==> src/rtl/systolic_pkg.sv <==
// Shared definitions for the systolic tile sequencer: default sizes,
// FSM state codes and SRAM control polarities.
package systolic_pkg;

    localparam int DEF_ROWS = 16;
    localparam int DEF_AW   = 13;
    localparam int DEF_TW   = 8;
    localparam int DEF_RIW  = $clog2(DEF_ROWS);

    typedef enum logic [2:0] {
        S_IDLE    = 3'd0,
        S_LOAD_W  = 3'd1,
        S_LOAD_I  = 3'd2,
        S_DRAIN   = 3'd3,
        S_WRITE_O = 3'd4,
        S_DONE    = 3'd5
    } seq_state_e;

    // SRAM control lines are active-low.
    localparam logic CEN_ON    = 1'b0;
    localparam logic CEN_OFF   = 1'b1;
    localparam logic WEN_WRITE = 1'b0;
    localparam logic WEN_READ  = 1'b1;

endpackage

==> src/rtl/seq_row_counter.sv <==
// Small up-counter with clear, increment, enable and terminal-count compare.
// Ports: clk, rst (sync, active-high), en, clr, inc, tc_val -> cnt, tc.
module seq_row_counter #(
    parameter int W = 4
) (
    input  logic         clk,
    input  logic         rst,
    input  logic         en,
    input  logic         clr,
    input  logic         inc,
    input  logic [W-1:0] tc_val,
    output logic [W-1:0] cnt,
    output logic         tc
);

    logic [W-1:0] cnt_q;
    logic [W-1:0] cnt_d;

    always_comb begin
        cnt_d = cnt_q;
        if (en) begin
            if (clr) begin
                cnt_d = '0;
            end else if (inc) begin
                cnt_d = cnt_q + W'(1);
            end
        end
    end

    always_ff @(posedge clk) begin
        if (rst) begin
            cnt_q <= '0;
        end else begin
            cnt_q <= cnt_d;
        end
    end

    assign cnt = cnt_q;
    assign tc  = (cnt_q == tc_val);

endmodule

==> src/rtl/systolic_tile_sequencer.sv <==
// Job sequencer for a ROWSxROWS systolic array sharing one single-port SRAM:
// loads weights once, then per tile streams activations, drains and writes results.
// Inputs: CLK, RESET (sync, high), EN (stall), START, IADDR/WADDR/OADDR, NUM_TILES.
// Outputs: STATE, BUSY, DONE, share_cen/wen/addr, W_EN, W_ROW, A_VALID, O_SEL.
// Option SEQ_PERF_CNT_EN adds PERF_CYCLES: saturating count of busy enabled cycles.
module systolic_tile_sequencer
    import systolic_pkg::*;
#(
    parameter int ROWS      = DEF_ROWS,
    parameter int AW        = DEF_AW,
    parameter int TW        = DEF_TW,
    parameter int ARRAY_LAT = 2 * ROWS - 1
) (
    input  logic                    CLK,
    input  logic                    RESET,
    input  logic                    EN,
    input  logic                    START,
    input  logic [AW-1:0]           IADDR,
    input  logic [AW-1:0]           WADDR,
    input  logic [AW-1:0]           OADDR,
    input  logic [TW-1:0]           NUM_TILES,
    output logic [2:0]              STATE,
    output logic                    BUSY,
    output logic                    DONE,
    output logic                    share_cen,
    output logic                    share_wen,
    output logic [AW-1:0]           share_addr,
    output logic                    W_EN,
    output logic [$clog2(ROWS)-1:0] W_ROW,
    output logic                    A_VALID,
    output logic [$clog2(ROWS)-1:0] O_SEL
`ifdef SEQ_PERF_CNT_EN
    ,
    output logic [31:0]             PERF_CYCLES
`endif
);

    localparam int RIW = $clog2(ROWS);
    localparam int DW  = $clog2(ARRAY_LAT) + 1;
    localparam logic [RIW-1:0] ROW_LAST = RIW'(ROWS - 1);
    localparam logic [DW-1:0]  LAT_LAST = DW'(ARRAY_LAT - 1);

    seq_state_e state_q, state_d;
    logic [AW-1:0]  iaddr_q, iaddr_d;
    logic [AW-1:0]  waddr_q, waddr_d;
    logic [AW-1:0]  oaddr_q, oaddr_d;
    logic [TW-1:0]  ntiles_q, ntiles_d;
    logic           w_pend_q, w_pend_d;
    logic [RIW-1:0] w_row_q, w_row_d;
    logic           a_pend_q, a_pend_d;

    logic row_clr, row_inc, row_last;
    logic tile_clr, tile_inc, tile_last;
    logic drn_clr, drn_inc, drn_last;
    logic [RIW-1:0] row_cnt;
    logic [TW-1:0]  tile_cnt;
    logic [DW-1:0]  drn_cnt_unused;
    logic [AW-1:0]  offset;

    seq_row_counter #(.W(RIW)) u_row (
        .clk(CLK), .rst(RESET), .en(EN), .clr(row_clr), .inc(row_inc),
        .tc_val(ROW_LAST), .cnt(row_cnt), .tc(row_last)
    );

    seq_row_counter #(.W(TW)) u_tile (
        .clk(CLK), .rst(RESET), .en(EN), .clr(tile_clr), .inc(tile_inc),
        .tc_val(ntiles_q - TW'(1)), .cnt(tile_cnt), .tc(tile_last)
    );

    seq_row_counter #(.W(DW)) u_drain (
        .clk(CLK), .rst(RESET), .en(EN), .clr(drn_clr), .inc(drn_inc),
        .tc_val(LAT_LAST), .cnt(drn_cnt_unused), .tc(drn_last)
    );

    // ROWS is a power of two, so tile*ROWS+row is a plain concatenation.
    assign offset = AW'({tile_cnt, row_cnt});

    always_comb begin
        state_d    = state_q;
        iaddr_d    = iaddr_q;
        waddr_d    = waddr_q;
        oaddr_d    = oaddr_q;
        ntiles_d   = ntiles_q;
        w_pend_d   = w_pend_q;
        w_row_d    = w_row_q;
        a_pend_d   = a_pend_q;
        row_clr    = 1'b0;
        row_inc    = 1'b0;
        tile_clr   = 1'b0;
        tile_inc   = 1'b0;
        drn_clr    = 1'b0;
        drn_inc    = 1'b0;
        share_cen  = CEN_OFF;
        share_wen  = WEN_READ;
        share_addr = '0;
        O_SEL      = '0;

        if (EN) begin
            // Read issued now -> data valid on the next enabled cycle.
            w_pend_d = (state_q == S_LOAD_W);
            a_pend_d = (state_q == S_LOAD_I);
            if (state_q == S_LOAD_W) begin
                w_row_d = row_cnt;
            end

            unique case (state_q)
                S_IDLE: begin
                    if (START) begin
                        if (NUM_TILES != '0) begin
                            iaddr_d  = IADDR;
                            waddr_d  = WADDR;
                            oaddr_d  = OADDR;
                            ntiles_d = NUM_TILES;
                            row_clr  = 1'b1;
                            tile_clr = 1'b1;
                            state_d  = S_LOAD_W;
                        end else begin
                            state_d = S_DONE;
                        end
                    end
                end
                S_LOAD_W: begin
                    share_cen  = CEN_ON;
                    share_addr = waddr_q + AW'(row_cnt);
                    row_inc    = 1'b1;
                    if (row_last) begin
                        state_d = S_LOAD_I;
                    end
                end
                S_LOAD_I: begin
                    share_cen  = CEN_ON;
                    share_addr = iaddr_q + offset;
                    row_inc    = 1'b1;
                    if (row_last) begin
                        drn_clr = 1'b1;
                        state_d = S_DRAIN;
                    end
                end
                S_DRAIN: begin
                    // Latency counting begins after the last A_VALID cycle.
                    if (!a_pend_q) begin
                        if (drn_last) begin
                            state_d = S_WRITE_O;
                        end else begin
                            drn_inc = 1'b1;
                        end
                    end
                end
                S_WRITE_O: begin
                    share_cen  = CEN_ON;
                    share_wen  = WEN_WRITE;
                    share_addr = oaddr_q + offset;
                    O_SEL      = row_cnt;
                    row_inc    = 1'b1;
                    if (row_last) begin
                        tile_inc = 1'b1;
                        state_d  = tile_last ? S_DONE : S_LOAD_I;
                    end
                end
                S_DONE: begin
                    state_d = S_IDLE;
                end
                default: begin
                    state_d = S_IDLE;
                end
            endcase
        end
    end

    always_ff @(posedge CLK) begin
        if (RESET) begin
            state_q  <= S_IDLE;
            iaddr_q  <= '0;
            waddr_q  <= '0;
            oaddr_q  <= '0;
            ntiles_q <= '0;
            w_pend_q <= 1'b0;
            w_row_q  <= '0;
            a_pend_q <= 1'b0;
        end else begin
            state_q  <= state_d;
            iaddr_q  <= iaddr_d;
            waddr_q  <= waddr_d;
            oaddr_q  <= oaddr_d;
            ntiles_q <= ntiles_d;
            w_pend_q <= w_pend_d;
            w_row_q  <= w_row_d;
            a_pend_q <= a_pend_d;
        end
    end

    assign STATE   = state_q;
    assign BUSY    = (state_q != S_IDLE);
    assign DONE    = (state_q == S_DONE) && EN;
    assign W_EN    = w_pend_q && EN;
    assign W_ROW   = w_row_q;
    assign A_VALID = a_pend_q && EN;

`ifdef SEQ_PERF_CNT_EN
    logic [31:0] perf_q, perf_d;

    always_comb begin
        perf_d = perf_q;
        if (EN && (state_q == S_IDLE) && START) begin
            perf_d = '0;
        end else if (EN && BUSY && (perf_q != '1)) begin
            perf_d = perf_q + 32'd1;
        end
    end

    always_ff @(posedge CLK) begin
        if (RESET) begin
            perf_q <= '0;
        end else begin
            perf_q <= perf_d;
        end
    end

    assign PERF_CYCLES = perf_q;
`else
    // Cycle counter not built.
`endif

endmodule
==> config.mk <==
export PLATFORM = sky130hd
export DESIGN_NAME = systolic_tile_sequencer
export DESIGN_NICKNAME = d
export VERILOG_FILES = /design/src/rtl/systolic_pkg.sv /design/src/rtl/seq_row_counter.sv /design/src/rtl/systolic_tile_sequencer.sv
export SDC_FILE = /design/constraint.sdc
export NUM_CORES = 1
export LEC_CHECK = 0
export CAP_MARGIN = 20
export CORE_ASPECT_RATIO = 0.8
export CORE_MARGIN = 5
export CORE_UTILIZATION = 48
export CTS_CLUSTER_DIAMETER = 120
export DETAILED_ROUTE_END_ITERATION = 6
export HOLD_SLACK_MARGIN = 0.1
export PLACE_DENSITY = 0.77
export SYNTH_ARGS = -nofsm -noshare
export SYNTH_HDL_FRONTEND = slang
export SYNTH_SLANG_ARGS = --single-unit
==> constraint.sdc <==
create_clock -name CLK -period 3.1 [get_ports CLK]
set_input_delay 0.465 -clock CLK [delete_from_list [all_inputs] [get_ports CLK]]
set_output_delay 0.465 -clock CLK [all_outputs]
set_load 0.02 [all_outputs]
After elaboration in Yosys (flattened, before gate mapping)
Index checks and enable logic that the tools add are counted.
W data, S select, Z words.
Storage, ports and cells
  register bits after elaboration: 74
  word-level logic and storage cells: 86
Cells by class
  $add $sub $neg: 7
  eq/ne operators: 14
  mux-type cells: 38
  reduce and logical (&&, ||, !) cells: 16
Operators with widths (count)
  $pmux W13 S3: 1
  $add A13 B12 Y13: 2
  $mux W3: 8
  $mux W1: 19
  $mux W4: 4
  $mux W8: 2
  $pmux W3 S5: 1
  $add A13 B4 Y13: 1
  $mux W13: 1
  $mux W6: 2
  $ne A2 B2 Y1 const B: 6
  $add A8 B1 Y8 const B: 1
  $eq A8 B8 Y1: 1
  $reduce_and A2 Y1: 4
  $reduce_bool A8 Y1: 1
  $sub A8 B1 Y8 const B: 1
  $reduce_and A7 Y1: 1
  $add A6 B1 Y6 const B: 1
  $eq A3 B2 Y1 const B: 2
  $eq A3 B3 Y1 const B: 2
  $eq A6 B5 Y1 const B: 1
  $reduce_bool A2 Y1: 3
  $add A4 B1 Y4 const B: 1
  $eq A4 B4 Y1 const B: 1
  other kinds (6): 8

Depth between registers and ports, before layout
Gate-level depths: netlist (run 1).
  depth in word-level cells: 7
  depth in mapped cells: 13

Hierarchy
From an unflattened synthesis (run 1), not the netlist that was laid out.
Second synthesis, totals
  cells, all modules: 562
  area, all modules: 4525.6 um2
Modules (own cells, without submodules)
  systolic_tile_sequencer: instances 1, cells each 440, area each 3469.6 um2, sequential area each 1121.1 um2
  seq_row_counter at u_tile: instances 1, cells each 54, area each 471.7 um2, sequential area each 160.2 um2
  seq_row_counter at u_drain: instances 1, cells each 41, area each 345.3 um2, sequential area each 120.1 um2
  seq_row_counter at u_row: instances 1, cells each 27, area each 239.0 um2, sequential area each 80.1 um2

Worst setup path after synthesis (run 1)
Ideal clock, no wire load.
  kind: flip-flop to output port
  start: register state_q[0] (netlist: STATE[0])
  end: output share_addr[12]
  arrival time: 3403 ps
  required time: 2635 ps
  slack: -768 ps
  cell stages (with the launch flop): 14
  path buffers: 2
  cells stage by stage: dfxtp_1 buf_2 nor2_2 nand2_1 buf_2 mux2_2 ha_1 fa_1 a211o_1 o211ai_1 a31o_2 o21ai_0 xor2_1 o22ai_1
On the way
  cells in the longest elaborated chain, start to end: 3
Ends and longest elaborated chain
  from (decl): line systolic_tile_sequencer.sv:43  | seq_state_e state_q, state_d;
  from (signal assigned): line systolic_tile_sequencer.sv:181  | state_q <= state_d;
  $eq A3 B3 Y1, or another cell as far along: line systolic_tile_sequencer.sv:106  | unique case (state_q)
  $pmux W13 S3 (*): line systolic_tile_sequencer.sv:106
  $mux W13 (*): line systolic_tile_sequencer.sv:98  | if (EN) begin
  to (decl): line systolic_tile_sequencer.sv:27  | output logic [AW-1:0] share_addr,
Every way passes the cells marked *; elsewhere a longest branch is shown, timed or not.

Worst setup path after layout (run 1)
  start: register state_q[0] (netlist: STATE[0])
  end: output share_addr[8]
Same word-level chain as after synthesis.

==> impl_metrics.yaml, run 1 <==
global_routing:
  grt_max_degree: 41
  grt_remaining_overflow: 0
  grt_pass1_wl_um: 20300
  grt_antenna_before_repair: 0
  grt_pass1_vias: 4247
  grt.total_usage_pct: 23.3
sta:
  max_freq_ghz: 0.286
  hold_slack_ns: 0.463
  finalHoldViolCount: 0
  period_share_pct: 113
  tightest_slew_ns: 0.753
  period_needed_ns: 3.49
  final.setup.tns_ns: -2.78
  drv_slew: 0
  skew_ns: 0.00663
  setup_slack_ns: -0.393
  slew_headroom_pct: 49.8
  finalSetupViolCount: 9
  rsz0062_at_grt: "true"
layout:
  final_nets: 741
  utilization_pct: 68.7
  final_cell_area_um2: 6180
  instances_no_fill: 787
  syn2layout_area_growth_pct: 40.6
  diodes: 0
  drive_above_1_share_pct: 22.5
run_status:
  status: "complete, but fails checks"
  violations: "negative setup slack"
synth:
  synthFlopType: "dfxtp_1"
  synthCells: 537
  netlist_area_um2: 4390
  syn-num-nets: 611
  ys_seq_area_share_pct: 33.7
  postSynth.asyncResetShare_pct: 0
  synth-edff-count: 0
  ys_warn_count: 0
  ys_ff_latch: 74
  synth_cell_types: 66
  postSynthAreaPerCell_um2: 8.18
clock_tree:
  numCtsBuffers: 9
  clockBufferDepth: 2
  h-tree-depth: 3
  cts_tree: "done"
  clk_latency_ns: 0.35
  cts-root-buf: "clkbuf_16"
  clk_pin_slew_ns: 0.06
  clock_sinks: 74
pwr:
  cellLeakagePower_nw: 2.48
  pwr_density_cell_nw_per_um2: 458
  power_mw: 2.83
  vdd_drop_max_v: 0.000389
critical_path:
  critPathKind: "flip-flop to primary output"
  r2r_cells: 8
  crit_required_ns: 2.63
  r2r_setup_slack_ns: 0.86
  worstPathArrival_ns: 3.03
  path_max_fanout: 6
  endpoint_kind: "primary output"
  critPathLaunchType: "flip-flop"
route:
  drc_errors: 0
  wire_per_inst_um: 16.0
  drt-total-wl_um: 12600
  drtAntennaViolNets: 0
  drt-initial-drc-count: 277
  first_pass_iters: 4
  routed_via_density: 5.39
  via_count: 4239
placement:
  gp_congestion: 0.901
  dp.cells: 762
  dp_slack_ns: -0.435
  dpl_cell_area_um2: 5690
  hpwlAfterDp_um: 9210
  port_buffers: 80
die:
  std_cell_rows: 31
  num_io_pins: 81
  dieArea_um2: 11200
  core-area_um2: 9000
  start_util_pct: 48.8
  chipHeight_um: 95.6
  fp.dieW_um: 117
min_path:
  whs_path_depth: 2
  hold_class: "flip-flop to flip-flop"
flow_run:
  drv_cap: 0
==> worst max-delay path: stages (launching register included) <==
cell	delay (ns)
dfxtp_4	0.35
nor2_4	0.13
nand2_4	0.09
mux2_4	0.32
ha_4	0.17
fa_2	0.34
a211o_1	0.28
o211ai_1	0.14
a31o_2	0.25
buf_6	0.11
xnor2_2	0.11
a22oi_2	0.10
nor2b_2	0.15
buf_6	0.13
==> final timing paths <==
check / endpoint / from
worst max register to register: STATE[1]$_SDFFE_PP0P_ / ntiles_q[0]$_SDFFE_PP0P_
worst max-delay path: share_addr[8] / STATE[0]$_SDFFE_PP0P_
worst min register to register: waddr_q[2]$_SDFFE_PP0P_ / waddr_q[2]$_SDFFE_PP0P_
worst min-delay path: waddr_q[2]$_SDFFE_PP0P_ / waddr_q[2]$_SDFFE_PP0P_
==> layer usage <==
metal / vias up / global-route usage (%) / share of wire (%) / wire, µm
li1: 2148 / - / - / -
met1: 1974 / 30.1 / 45 / 5620
met2: 102 / 37.6 / 48 / 6040
met3: 15 / 6.98 / 6.3 / 795
met4: 0 / 7.16 / 1.2 / 155
met5: - / 0 / 0 / 0
==> final cells by class <==
type / instances / area, µm²
Multi-Input combinational cell: 433 / 2950
Fill cell: 743 / 2820
Sequential cell: 74 / 1490
Timing Repair Buffer: 141 / 1260
Clock buffer: 9 / 225
Tap cell: 115 / 144
Clock inverter: 7 / 83.8
Inverter: 8 / 30.0
==> logic make-up (layout without fill, tap and decap cells) <==
group	after synthesis	after routing	share of synthesized area [%]
AND/OR/NAND/NOR	223	223	23.8
AO/OA/AOI/OAI	126	126	18.9
flip-flops	74	74	33.7
XOR/XNOR	44	44	8.77
buffers and inverters	30	165	3.67
adder cells (fa/ha/maj)	23	23	6.89
multiplexers	17	17	4.21
==> cell usage after synthesis (3+ instances only) <==
| cell type | n | area, µm² |
|---|---|---|
| nand2_1 | 110 | 413 |
| dfxtp_1 | 74 | 1480 |
| a21oi_1 | 61 | 305 |
| nor2_1 | 37 | 139 |
| xor2_1 | 28 | 245 |
| ha_1 | 21 | 263 |
| xnor2_1 | 16 | 140 |
| nand3_1 | 15 | 75.1 |
| mux2_2 | 12 | 135 |
| clkbuf_1 | 11 | 41.3 |
| nor2b_1 | 10 | 62.6 |
| o21ai_0 | 9 | 45.0 |
| and2_1 | 8 | 50.1 |
| inv_1 | 8 | 30.0 |
| o22ai_1 | 7 | 43.8 |
| nand4_1 | 6 | 37.5 |
| a21o_1 | 5 | 37.5 |
| buf_6 | 5 | 56.3 |
| mux2i_1 | 5 | 50.1 |
| nand2b_1 | 5 | 31.3 |
| a211o_1 | 4 | 35.0 |
| a22oi_1 | 4 | 30.0 |
| nor2_2 | 4 | 25.0 |
| o21a_1 | 4 | 30.0 |
| a211oi_1 | 3 | 22.5 |
| and3_1 | 3 | 18.8 |
| buf_2 | 3 | 15.0 |
| nor3_1 | 3 | 15.0 |
| nor4_1 | 3 | 18.8 |
| o31ai_1 | 3 | 22.5 |
| or4_1 | 3 | 22.5 |
==> power breakdown <==
part | switching (mW) | internal (mW) | total, mW
Sequential | 0.0567 | 1.02 | 1.07
Combinational | 0.344 | 0.308 | 0.652
Clock | 0.465 | 0.639 | 1.10
Total | 0.866 | 1.96 | 2.83
==> cell usage in the layout (no fill, tap or decap), types with 3 or more instances in the layout <==
master | synthesis | routed
a21oi_2 | 1 | 3
a22oi_1 | 4 | 3
and3_1 | 3 | 3
xor2_1 | 28 | 28
mux2_2 | 12 | 10
nand3_1 | 15 | 15
and2_1 | 8 | 8
a21o_1 | 5 | 5
nor2_2 | 4 | 4
inv_6 | 0 | 3
xnor2_1 | 16 | 14
o21ai_0 | 9 | 7
clkdlybuf4s50_1 | 0 | 67
nor2_1 | 37 | 36
or4_1 | 3 | 3
buf_4 | 2 | 60
a211oi_1 | 3 | 3
ha_4 | 0 | 4
dfxtp_1 | 74 | 71
mux2i_1 | 5 | 5
nor4_1 | 3 | 3
clkbuf_16 | 0 | 9
nand2b_1 | 5 | 4
nand2_2 | 2 | 3
o22ai_2 | 0 | 6
inv_1 | 8 | 8
a21oi_1 | 61 | 58
ha_1 | 21 | 17
nor3_1 | 3 | 3
nor2b_1 | 10 | 9
buf_6 | 5 | 10
o21a_1 | 4 | 4
a211o_1 | 4 | 4
nand4_1 | 6 | 6
nand2_1 | 110 | 108
==> registers in the layout (all words and copies together), names as in the netlist <==
| name | count |
|---|---|
| oaddr_q | 13 |
| u_row.cnt | 4 |
| a_pend_q | 1 |
| u_drain.cnt | 6 |
| W_ROW | 4 |
| iaddr_q | 13 |
| waddr_q | 13 |
| ntiles_q | 8 |
| STATE | 3 |
| w_pend_q | 1 |
| u_tile.cnt | 8 |
==> timing repair <==
| item | in CTS | in global routing |
|---|---|---|
| gates resized for setup | 64 | 17 |
| setup buffers | 5 | 4 |
| pin swaps | 14 | 15 |
| hold buffers | 0 | 0 |
| gates cloned | 0 | 0 |
| hold endpoints to repair | 0 | 0 |
| endpoints found under the setup margin | 12 | 11 |
Note: power is estimated with default switching activity, not from simulation.
==> inputs of run 2 (changes only) <==
CTS_CLUSTER_DIAMETER = 200   (was 120)
==> results of run 2 <==
No change in the layout: final DEF, timing and power equal those of run 1.
==> inputs of run 3 (changes only) <==
PLACE_DENSITY = 0.82   (was 0.77)
==> impl_metrics.yaml, run 3 (same netlist as run 1, synthesis figures left out) <==
die:
  fp.dieW_um: 117
  std_cell_rows: 31
  start_util_pct: 48.8
  core-area_um2: 9000
  dieArea_um2: 11200
  chipHeight_um: 95.6
  num_io_pins: 81
clock_tree:
  cts_tree: "done"
  clockBufferDepth: 2
  cts-root-buf: "clkbuf_16"
  numCtsBuffers: 9
  clk_latency_ns: 0.34
  h-tree-depth: 3
  clk_pin_slew_ns: 0.06
  clock_sinks: 74
sta:
  max_freq_ghz: 0.286
  finalHoldViolCount: 0
  tightest_slew_ns: 0.592
  hold_slack_ns: 0.415
  setup_slack_ns: -0.395
  drv_slew: 0
  slew_headroom_pct: 60.4
  period_share_pct: 113
  rsz0062_at_grt: "true"
  skew_ns: 0.00465
  finalSetupViolCount: 8
  period_needed_ns: 3.50
critical_path:
  critical_path.top_delay_family: "compound AO/OA/AOI/OAI gates"
  endpoint_kind: "primary output"
  worstPathArrival_ns: 3.03
  critPathLaunchType: "flip-flop"
  crit_path_max_incr_delay_ns: 0.35
  cp_num_buf_inv: 1
  crit_required_ns: 2.63
  critPathKind: "flip-flop to primary output"
  path_max_fanout: 4
  path_cells: "nor2_4, nand2_4, mux2_4, ha_4, fa_2, a211o_1, o211ai_1, a31o_2, o21ai_2, xor2_1, o22ai_2, buf_6"
  slowest_stage: "dfxtp_4"
layout:
  multi_input_area_um2: 2910
  utilization_pct: 67.2
  layout_commonest_cell: "nand2_1"
  final_nets: 737
  seq_area_um2: 1490
  syn2layout_area_growth_pct: 37.7
  drive_above_1_share_pct: 20.8
  mostFrequentLayoutCells: "108 x nand2_1, 71 x dfxtp_1, 67 x clkdlybuf4s50_1, 59 x a21oi_1, 59 x buf_4"
  nFillCells: 717
  top_regs: "iaddr_q x13, oaddr_q x13, waddr_q x13"
  diodes: 0
route:
  wire_per_inst_um: 16.0
  via_count: 4405
  routed_via_density: 5.63
  drc_errors: 0
  drt-total-wl_um: 12500
  drt-initial-drc-count: 295
  first_pass_iters: 5
  drtAntennaViolNets: 0
global_routing:
  grt_pass1_wl_um: 19600
  grt_remaining_overflow: 0
  grt_antenna_before_repair: 0
  grt_max_degree: 51
  grt.total_usage_pct: 22.3
  grt_pass1_vias: 4251
pwr:
  cellLeakagePower_nw: 2.44
  vdd_drop_max_v: 0.000324
  pwr_density_cell_nw_per_um2: 444
run_status:
  status: "complete, but fails checks"
  violations: "negative setup slack"
placement:
  dp_slack_ns: -0.489
  gp_congestion: 0.890
  port_buffers: 80
  hpwlAfterDp_um: 9130
flow_run:
  drv_cap: 0
min_path:
  hold_class: "input pin to flip-flop"
## run 3: worst register-to-register path, cell delays in order, from the launching register on
cell and delay, ns:
dfxtp_1 0.41, inv_1 0.07, ha_1 0.27, o21ba_2 0.22
a221oi_1 0.28, a41oi_1 0.09, a2111oi_2 0.49, or4_1 0.20
nand3_1 0.06
## run 3: layout make-up
type / count / share of cell area (%)
Clock buffer: 13 / 4.14
Clock inverter: 3 / 0.248
Inverter: 8 / 0.496
Multi-Input combinational cell: 433 / 48.1
Sequential cell: 74 / 24.6
Tap cell: 115 / 2.38
Timing Repair Buffer: 137 / 20.0
## run 3: path summary, 6_finish.rpt
path | slack, ns | cells after the start | start | to
max | -0.40 | 12 | STATE[0]$_SDFFE_PP0P_ | share_addr[12]
min reg2reg | 0.46 | 2 | iaddr_q[5]$_SDFFE_PP0P_ | iaddr_q[5]$_SDFFE_PP0P_
max reg2reg | 0.89 | 8 | ntiles_q[0]$_SDFFE_PP0P_ | STATE[1]$_SDFFE_PP0P_
min | 0.42 | 2 | RESET | iaddr_q[2]$_SDFFE_PP0P_
## run 3: metrics by stage
step	area, µm²	power [mW]	instances	TNS [ns]
after floorplan	4500	1.48	537	-0.649
after global placement	5690	1.70	761	-2.28
after detailed placement	5690	1.72	761	-2.84
after CTS	5980	2.68	779	-2.47
after global routing	6050	2.81	783	-3.43
final	6050	2.69	783	-2.63
## run 3: metal layers
layer	GRT usage (%)	vias up	wire length [µm]
met5	0	-	0
met1	27.2	2098	5320
met2	38.0	154	6180
li1	-	2130	-
met3	5.96	23	827
met4	7.55	0	216
## run 3: where the power goes
group          switching [mW]  internal [mW]
combinational           0.348          0.317
clock                   0.392          0.560
sequential             0.0560           1.02
## run 3: repair_timing
| action | 4_1_cts | 5_1_grt |
|---|---|---|
| setup endpoints to repair | 12 | 12 |
| setup buffers | 2 | 4 |
| resized for setup | 57 | 14 |
| pin swaps | 17 | 20 |
| hold buffers | 0 | 0 |
